<file path="src/rtl/fetch_stage.sv">
// rtl/fetch_stage.sv - instruction-fetch stage with variable-latency imem port, skid buffer and IF/ID register
//
// Owns the fetch PC, issues requests to instruction memory, buffers one word
// across decode stalls, drops the stale response after a redirect and fills
// the IF/ID pipeline register.
//
// Optional build macro: FETCH_PERF_CNT_EN adds saturating performance counters.
//
// Ports:
//   clk, rst_n                  clock, synchronous active-low reset
//   stall_F                     hold IF/ID and PC
//   redirect_D, redirect_pc_D   taken branch from decode and its target
//   imem_req, imem_addr         request valid and address (always pc)
//   imem_rdy, imem_data         response valid and word
//   pc                          current fetch PC
//   instruction                 word accepted this cycle, NOP_INSTR otherwise
//   instr_D, pc_plus2_D, valid_D  IF/ID register
//   halt_fetched                HLT delivered, fetch frozen
//   stall_cycles, flush_count, imem_wait_cycles  (FETCH_PERF_CNT_EN only)

module fetch_stage #(
    parameter logic [15:0] RESET_PC    = 16'h0000,
    parameter logic [15:0] NOP_INSTR   = 16'h0000,
    parameter logic [3:0]  HALT_OPCODE = 4'hF
) (
    input  logic        clk,
    input  logic        rst_n,
    input  logic        stall_F,
    input  logic        redirect_D,
    input  logic [15:0] redirect_pc_D,
    output logic        imem_req,
    output logic [15:0] imem_addr,
    input  logic        imem_rdy,
    input  logic [15:0] imem_data,
    output logic [15:0] pc,
    output logic [15:0] instruction,
    output logic [15:0] instr_D,
    output logic [15:0] pc_plus2_D,
    output logic        valid_D,
    output logic        halt_fetched
`ifdef FETCH_PERF_CNT_EN
    ,
    output logic [31:0] stall_cycles,
    output logic [31:0] flush_count,
    output logic [31:0] imem_wait_cycles
`endif
);

    typedef enum logic [1:0] {
        FETCH  = 2'd0,
        DRAIN  = 2'd1,
        HOLD   = 2'd2,
        HALTED = 2'd3
    } fetchState_t;

    fetchState_t state, stateNext;

    logic [15:0] skidWord, skidNext;
    logic [15:0] pcNext, instrNext, pcPlus2Next;
    logic        validNext, haltNext;
    logic [15:0] pcPlus2;
    logic        accept;
    logic        deliverNow;
    logic [15:0] deliverWord;

    assign pcPlus2 = pc + 16'd2;
    assign accept  = (state == FETCH) && imem_rdy;

    // Request is suppressed during the reset cycle so nothing is issued
    // against a PC that is about to be overwritten.
    assign imem_req    = rst_n && (state == FETCH);
    assign imem_addr   = pc;
    assign instruction = accept ? imem_data : NOP_INSTR;

    always_comb begin
        stateNext   = state;
        pcNext      = pc;
        skidNext    = skidWord;
        instrNext   = instr_D;
        pcPlus2Next = pc_plus2_D;
        validNext   = valid_D;
        haltNext    = halt_fetched;
        deliverNow  = 1'b0;
        deliverWord = NOP_INSTR;

        if (redirect_D) begin
            pcNext    = redirect_pc_D & 16'hFFFE;
            instrNext = NOP_INSTR;
            validNext = 1'b0;
            skidNext  = NOP_INSTR;
            haltNext  = 1'b0;
            // A request still in flight will answer later; that answer
            // belongs to the old path and must be swallowed in DRAIN.
            stateNext = (state == FETCH && !imem_rdy) ? DRAIN : FETCH;
        end else if (stall_F) begin
            if (accept) begin
                skidNext  = imem_data;
                stateNext = HOLD;
            end else if (state == DRAIN && imem_rdy) begin
                stateNext = FETCH;
            end
        end else begin
            case (state)
                FETCH: begin
                    if (imem_rdy) begin
                        deliverNow  = 1'b1;
                        deliverWord = imem_data;
                    end
                end
                HOLD: begin
                    deliverNow  = 1'b1;
                    deliverWord = skidWord;
                end
                DRAIN: begin
                    if (imem_rdy) begin
                        stateNext = FETCH;
                    end
                end
                default: begin
                end
            endcase

            if (deliverNow) begin
                instrNext   = deliverWord;
                pcPlus2Next = pcPlus2;
                validNext   = 1'b1;
                // HLT parks the PC on its own address so a trace shows
                // where the program stopped.
                if (deliverWord[15:12] == HALT_OPCODE) begin
                    haltNext  = 1'b1;
                    stateNext = HALTED;
                end else begin
                    pcNext    = pcPlus2;
                    stateNext = FETCH;
                end
            end else begin
                instrNext = NOP_INSTR;
                validNext = 1'b0;
            end
        end
    end

    always_ff @(posedge clk) begin
        if (!rst_n) begin
            state        <= FETCH;
            pc           <= RESET_PC;
            skidWord     <= NOP_INSTR;
            instr_D      <= NOP_INSTR;
            pc_plus2_D   <= 16'h0000;
            valid_D      <= 1'b0;
            halt_fetched <= 1'b0;
        end else begin
            state        <= stateNext;
            pc           <= pcNext;
            skidWord     <= skidNext;
            instr_D      <= instrNext;
            pc_plus2_D   <= pcPlus2Next;
            valid_D      <= validNext;
            halt_fetched <= haltNext;
        end
    end

`ifdef FETCH_PERF_CNT_EN
    always_ff @(posedge clk) begin
        if (!rst_n) begin
            stall_cycles     <= 32'd0;
            flush_count      <= 32'd0;
            imem_wait_cycles <= 32'd0;
        end else begin
            if (stall_F && stall_cycles != 32'hFFFF_FFFF) begin
                stall_cycles <= stall_cycles + 32'd1;
            end
            if (redirect_D && flush_count != 32'hFFFF_FFFF) begin
                flush_count <= flush_count + 32'd1;
            end
            if (state == FETCH && !imem_rdy && imem_wait_cycles != 32'hFFFF_FFFF) begin
                imem_wait_cycles <= imem_wait_cycles + 32'd1;
            end
        end
    end
`endif

endmodule

</file>
<file path="config.mk">
export PLATFORM = sky130hd
export DESIGN_NAME = fetch_stage
export DESIGN_NICKNAME = d
export VERILOG_FILES = /design/src/rtl/fetch_stage.sv
export SDC_FILE = /design/constraint.sdc
export NUM_CORES = 1
export LEC_CHECK = 0
export CAP_MARGIN = 30
export CORE_MARGIN = 10
export CORE_UTILIZATION = 44
export CTS_CLUSTER_SIZE = 14
export DETAILED_ROUTE_END_ITERATION = 8
export PLACE_DENSITY = 0.84
export SYNTH_ARGS = -nofsm -noshare
export SYNTH_HDL_FRONTEND = slang
export SYNTH_SLANG_ARGS = --single-unit
</file>
<file path="constraint.sdc">
create_clock -name clk -period 2.2 [get_ports clk]
set_input_delay 0.22 -clock clk [delete_from_list [all_inputs] [get_ports clk]]
set_output_delay 0.22 -clock clk [all_outputs]
set_load 0.01 [all_outputs]
</file>
Yosys cells after proc, flatten, opt, wreduce, memory -nomap -nowiden
Index checks and enable logic that the tools add are counted.

Add/sub/neg operators: 1. Eq/ne operators: 6. Muxes and demuxes: 24. Bitwise operators: 4. Reductions and logical operators: 16.

Operators with widths (count): 2-to-1 mux 16 bit (9); case mux 16 bit (2 select lines) (1); adder 16 x 2 -> 16 bit (second input constant) (1); 2-to-1 mux 2 bit (8); AND reduction 3 bit (5); nonzero test 4 bit (2); 2-to-1 mux 1 bit (5); equality test 4 bit (second input constant) (1); logical AND 1 bit (4); inequality test 4 x 1 -> 1 bit (second input constant) (1); NOT 1 bit (4); equality test 2 x 1 -> 1 bit (second input constant) (1); equality test 2 bit (second input constant) (1); zero test 2 bit (1); inequality test 2 x 1 -> 1 bit (second input constant) (1); inequality test 2 bit (second input constant) (1); case mux 1 bit (2 select lines) (1); AND reduction 2 bit (1); nonzero test 2 bit (1); OR reduction 2 bit (1); zero test 1 bit (1).

Register bits after elaboration: 68. Input bits: 37. Output and inout bits: 83.

Longest topological paths before layout
Gate-level depths: netlist (run 1).

Depth after elaboration: 9. Gate-level depth with buffers: 9. Mapped depth without buffers: 6.

Worst setup path after synthesis (run 1)
Ideal clock, no wire load.

Path kind: flip-flop to flip-flop. From: register state[1]. To: register pc[6], in the netlist imem_addr[6]. Data arrival time: 1777 ps. Data required time: 2126 ps. Path slack: 349 ps. Stages on the path, launching flop included: 8. Clock period less this slack: 1851 ps. Path through: dfxtp_1 buf_4 and4bb_1 o21bai_1 and4_1 buf_6 or4_1 a31oi_1.

Cells in the longest elaborated chain, start to end: 7. Elaborated cells on any way between the ends: 12. Classes of those cells: eq/ne (3); mux (6); reduce/logical (3).

RTL lines: start: declaration (line 56) `fetchState_t state, stateNext;`; start signal: assignment (line 153) `state <= stateNext;`; equality test 2 bit or zero test 2 bit (tied branches) (line 103) `case (state)`; case mux 16 bit (2 select lines) (line 103); 2-to-1 mux 16 bit (line 95) `end else if (stall_F) begin`; 2-to-1 mux 16 bit (line 86) `if (redirect_D) begin`; equality test 4 bit (line 129) `if (deliverWord[15:12] == HALT_OPCODE) begin`; inequality test 2 bit (no source line); AND reduction 3 bit (no source line) *; end signal: assignment (line 154) `pc <= pcNext;`; end: declaration (line 35) `output logic [15:0] pc,`.

Mark *: on every way between the ends. The rest lies on a longest branch, timed or not. The select of a mux whose other input is x is not followed. A chain may end at the register's enable or synchronous reset.

Worst setup path in the final report (run 1)
From: register state[1]. To: output port imem_req.

Cells in the longest elaborated chain, start to end: 2.

RTL lines: zero test 2 bit (line 71) `assign imem_req = rst_n && (state == FETCH);`; logical AND 1 bit (line 71); end: declaration (line 31) `output logic imem_req,`.

Every way passes these cells.

==> reports/qor.csv, run 1 <==
metric,value,unit
worst-r2r-setup-slack,0.17,ns
grt_max_degree,21,
yosys.cell_types.count,45,
die_h,105,um
cp-end-kind,output pin,
fill_cells,570,
area_delta_synth_final,45.8,%
cp_max_fo,10,
post-route-period-util,0.951,
nets,551,
dieArea,11100,um2
final-setup-viol-count,0,
slew_headroom,0.368,
drv_cap,0,
clkLatencyLatePin,0.35,ns
cts_sinks,66,
criticalPathCategory,reg2out,
coreArea,7180,um2
synth.area.top_cells,"dfxtp_1, nand2_1, a21oi_1",
synth-async-reset-ratio,0,
hold_class,in2reg,
fp.dieW,105,um
overflow,0,
route.detailed.drc,0,
antennaDiodeCount,0,
ys_seq_elements,66,
drive_gt1_frac,0.103,
place_hpwl,7710,um
critPathSlowestCell,clkdlybuf4s50_1,
final_common_cell,clkdlybuf4s50_1,
place_congestion,0.826,
synth_cells,397,
grt_pass1_vias,3423,
crit_path_cell_trace,"buf_4, nor3_1, clkdlybuf4s50_1",
fmax,0.478,GHz
mostFrequentLayoutCells,"clkdlybuf4s50_1, dfxtp_1, nand2_1",
rsz0062_at_grt,false,
cts_tree,built,
final_util,0.650,
worstReg2RegStart,state[1],
multiInputGateArea,1620,um2
synth_top_area_share,0.413,
grt_usage,0.185,
post_drt_wl_per_cell,17.1,um
cpPeakStageDelay,0.61,ns
cts-root-buf,clkbuf_8,
row_count,31,
fin_crit,2.09,ns
vias,3396,
routed_wl,10500,um
synth_top_cell_by_area,dfxtp_1,
path_clk_slew,0.07,ns
syn_avg_cell_area,8.05,um2
syn-cell-area,3200,um2
cts-buffers-inserted,9,
start_kind,flip-flop,
dr.pass1.iters,5,
synth-edff-count,0,
critical_path_arrival,1.87,ns
cp_top_family,buffers and inverters,
min_from,imem_data[1],
skew,0.0115,ns
cp.required,1.98,ns
ant_nets,0,
slew_violations,0,
yosys_warnings,0,
p_leak,1.73,nW
htreeDepth,3,
power_density,593,nW/um2
regArea,1320,um2
critPathBufInv,2,
clock_path_buffers,2,
cts_hold_buf,0,
drt_iter0_drc,196,
vias_per_cell,5.51,
grt_pass1_wl,17000,um
grt_antenna_before_repair,0,
ios,120,
crit_start,state[1],
io_buffers,115,
worst_pin_slew,0.947,ns
ys_seq_area_frac,0.413,
peakVddDrop,310,uV
hold_violations,0,
status,finished clean,
start_util,0.446,
timing.hold.ws,0.436,ns
synth_ff_type,dfxtp_1,
cells in the mapped netlist, types with 5 or more instances:
| master | instances |
|---|---|
| clkbuf_1 | 21 |
| xnor2_1 | 5 |
| buf_2 | 5 |
| nand2_1 | 57 |
| a211oi_1 | 21 |
| nor3_1 | 8 |
| xor2_1 | 7 |
| nand4_1 | 5 |
| and2_1 | 16 |
| nor2_1 | 36 |
| dfxtp_1 | 66 |
| buf_4 | 20 |
| a21oi_1 | 32 |
| o21ai_0 | 25 |
| nand3_1 | 9 |
| o211ai_1 | 7 |
metrics by stage:
| step | cells | total power, mW | instance area, um2 | TNS (ns) | worst slack, ns |
|---|---|---|---|---|---|
| finish | 616 | 2.76 | 4660 | 0 | 0.108 |
| CTS | 616 | 2.77 | 4650 | 0 | 0.0167 |
| floorplan | 399 | 1.57 | 3200 | 0 | 0.349 |
| detailed placement | 598 | 1.88 | 4470 | -0.319 | -0.106 |
| global route | 616 | 2.87 | 4660 | 0 | 0.0257 |
| global placement | 598 | 1.86 | 4470 | -0.0751 | -0.0721 |
final cells by class:
cell class                 count  area share
sequential                    66       0.284
tap                           99      0.0266
clock buffer                  12      0.0333
multi-input combinational    282       0.346
inverter                       4     0.00322
timing repair buffer         150       0.304
clock inverter                 3     0.00322
worst min-delay path, stage by stage:
cell and delay (ns):
clkdlybuf4s50_1 0.41, nand2_1 0.06, a21oi_1 0.05
what timing repair did:
| item | in CTS | in global routing |
|---|---|---|
| gates resized for setup | 15 | 3 |
| endpoints found under the setup margin | 12 | 2 |
| cloned | 1 | 0 |
| buffers inserted | 2 | 0 |
flip-flops by register name (all words and copies together), names as in the netlist:
name          cells
instr_D          16
skidWord         16
imem_addr        15
pc_plus2_D       15
state             2
halt_fetched      1
valid_D           1
power breakdown:
| group | switching, mW | internal (mW) |
|---|---|---|
| Combinational | 0.255 | 0.295 |
| Clock | 0.453 | 0.459 |
| Sequential | 0.0577 | 1.25 |
cell families after synthesis:
logic type / Yosys count / share of synthesized area
AOI/OAI and AO/OA: 116 / 0.234
xor gates and xnor gates: 12 / 0.0329
adders and majority gates: 1 / 0.00391
buffers and inverters: 51 / 0.0877
DFF: 66 / 0.413
muxes: 1 / 0.00313
other: 1 / 0.00117
and+or+nand+nor: 149 / 0.223
metal layers:
| metal | part of all wire | routed length, um | GRT usage |
|---|---|---|---|
| met4 | 0.029 | 309 | 0.0931 |
| met1 | 0.39 | 4150 | 0.204 |
| met5 | 0 | 0 | 0 |
| met2 | 0.51 | 5360 | 0.327 |
| met3 | 0.066 | 698 | 0.0420 |
path summary, 6_finish.rpt:
check	to	cells past startpoint
worst max-delay path	imem_req	3
worst min register to register	skidWord[1]	2
worst min-delay path	skidWord[1]	3
worst max register to register	imem_addr[6]	5
(Power assumes the default switching activity.)
==> inputs of run 2 (changes only) <==
CORE_UTILIZATION = 40   (was 44)
PLACE_DENSITY = 0.8   (was 0.84)
clock period = 1.75 ns   (was 2.2 ns; I/O delays follow)
==> run 2 against run 1 <==
  * Cell count increased by 8.8%
  * Count of clock-buffer cells in the layout is 2 lower
  * Largest cell class is now non-clock buffers
  * Largest power group unchanged
  * Total power rose by 34%
  * Sequential power increased by 24%
  * Routed wire length grew 21%
  * Setup slack got worse by 0.22 ns
  * The flow now finishes with violations (negative setup slack)
==> reports/qor.csv, run 2 (synthesis results as in run 1) <==
metric,value,unit,change
cts-buffers-inserted,9,,unchanged
nets,601,,+9.1%
hold_violations,0,,unchanged
vias,3788,,+12%
io_buffers,115,,unchanged
area_delta_synth_final,68.2,%,
fmax,0.538,GHz,
cp.required,2.04,ns,+0.06 ns
final_util,0.692,,+0.0426
ios,120,,unchanged
cp-end-kind,flip-flop,,
place_inst,634,,+6.0%
hold_class,in2reg,,
vias_per_cell,5.65,,+2.6%
reg_top3,"instr_D x16, skidWord x16",,
rsz0062_at_grt,true,,
skew,0.00681,ns,-0.00470 ns
dr.pass1.iters,5,,unchanged
p_leak,2.06,nW,+19%
cp_max_fo,6,,-4
worstHoldPathCells,3,,unchanged
power_density,688,nW/um2,+16%
route.detailed.drc,0,,unchanged
final-setup-viol-count,17,,+17
grt_antenna_before_repair,0,,unchanged
path_clk_slew,0.08,ns,about the same
clkLatencyLatePin,0.36,ns,about the same
drt_iter0_drc,296,,+51%
row_count,32,,+3.2%
slew_violations,0,,unchanged
reg2regPathDepth,6,,+1
grt_usage,0.186,,+0.000997
criticalPathCategory,reg2reg,,
slew_headroom,0.617,,+0.250
ant_nets,0,,unchanged
cts_sinks,66,,unchanged
die_h,109,um,+4.0%
worst_pin_slew,0.571,ns,-0.375 ns
peakVddDrop,384,uV,+24%
place_hpwl,8270,um,+7.3%
place_area,4750,um2,+6.2%
fin_tns_setup,-0.748,ns,-0.748 ns
final_common_cell,clkdlybuf4s50_1,,
cts-root-buf,clkbuf_8,,
drive_gt1_frac,0.283,,+0.181
finalWorstSetupSlack,-0.108,ns,-0.217 ns
htreeDepth,3,,unchanged
mostFrequentLayoutCells,"clkdlybuf4s50_1, buf_4, dfxtp_1",,
clock_path_buffers,2,,unchanged
start_util,0.412,,-0.0339
start_kind,flip-flop,,
drv_cap,0,,unchanged
place_congestion,0.884,,+6.9%
grt_max_degree,21,,unchanged
fin_crit,1.86,ns,
cts_tree,built,,
violations,negative setup slack,,
overflow,0,,unchanged
final_cell_area,5380,um2,+15%
post_drt_wl_per_cell,19.0,um,+11%
status,"complete, but fails checks",,
place_ws,-0.446,ns,-0.340 ns
dieArea,12000,um2,+8.1%
antennaDiodeCount,0,,unchanged
grt_pass1_wl,17800,um,+4.7%
critical_path_arrival,2.15,ns,+0.28 ns
cts_hold_buf,0,,unchanged
grt_pass1_vias,3566,,+4.2%
routed_wl,12700,um,+21%
post-route-period-util,1.06,,
fp.dieW,109,um,+4.0%
coreArea,7770,um2,+8.2%
fin_cells,670,,+8.8%
[run 2: cell count changes in the layout (fill, tap and decap cells not counted), moves of 7 or more]
cell	delta
and2_4	+11
a21oi_2	+7
buf_4	+33
a21oi_1	-7
buf_6	+22
and2_1	-11
[run 2: final cells by class]
| class | instances | area, um2 |
|---|---|---|
| sequential | 66 | 1330 |
| clock inverter | 6 | 43.8 |
| clock buffer | 10 | 128 |
| multi-input combinational | 282 | 1830 |
| tap | 102 | 128 |
| fill | 566 | 2390 |
| timing repair buffer | 200 | 1900 |
| inverter | 4 | 15.0 |
[run 2: critical path, cell delays in order (launching register included)]
cell      delay, ns
dfxtp_4        0.39
and4bb_1       0.27
o21bai_4       0.21
and4_4         0.21
buf_6          0.14
or4_4          0.41
a31oi_1        0.16
[run 2: repair_timing]
item | CTS | global route
gates resized for setup | 84 | 52
pin swaps | 4 | 10
buffers inserted | 8 | 9
setup endpoints to repair | 29 | 59
cloned | 1 | 3
endpoints found under the hold margin | 0 | 0
[run 2: final timing paths]
kind	startpoint	endpoint	slack, ns
setup reg to reg	state[0]	imem_addr[6]	-0.11
hold reg to reg	skidWord[12]	skidWord[12]	0.46
hold / removal	imem_data[12]	skidWord[12]	0.38
setup / recovery	state[0]	imem_addr[6]	-0.11
[run 2: per-layer routing]
| metal | vias up | GRT usage | wire length [um] |
|---|---|---|---|
| met5 | - | 0 | 0 |
| met4 | 0 | 0.0743 | 359 |
| met3 | 39 | 0.0515 | 1160 |
| met2 | 213 | 0.317 | 6400 |
| met1 | 1802 | 0.216 | 4790 |
| li1 | 1734 | - | - |
[run 2: metrics by stage]
stage / total power [mW] / hold slack (ns)
after global routing: 3.83 / 0.407
after floorplan: 1.98 / 0.299
after CTS: 3.59 / 0.380
after global placement: 2.41 / 0.444
after detailed placement: 2.43 / 0.447
final: 3.70 / 0.382
[run 2: power by group]
part           switching [mW]  leakage (nW)  internal [mW]
clock                   0.644        0.0745          0.513
sequential             0.0484         0.541           1.56
combinational           0.423          1.45          0.507
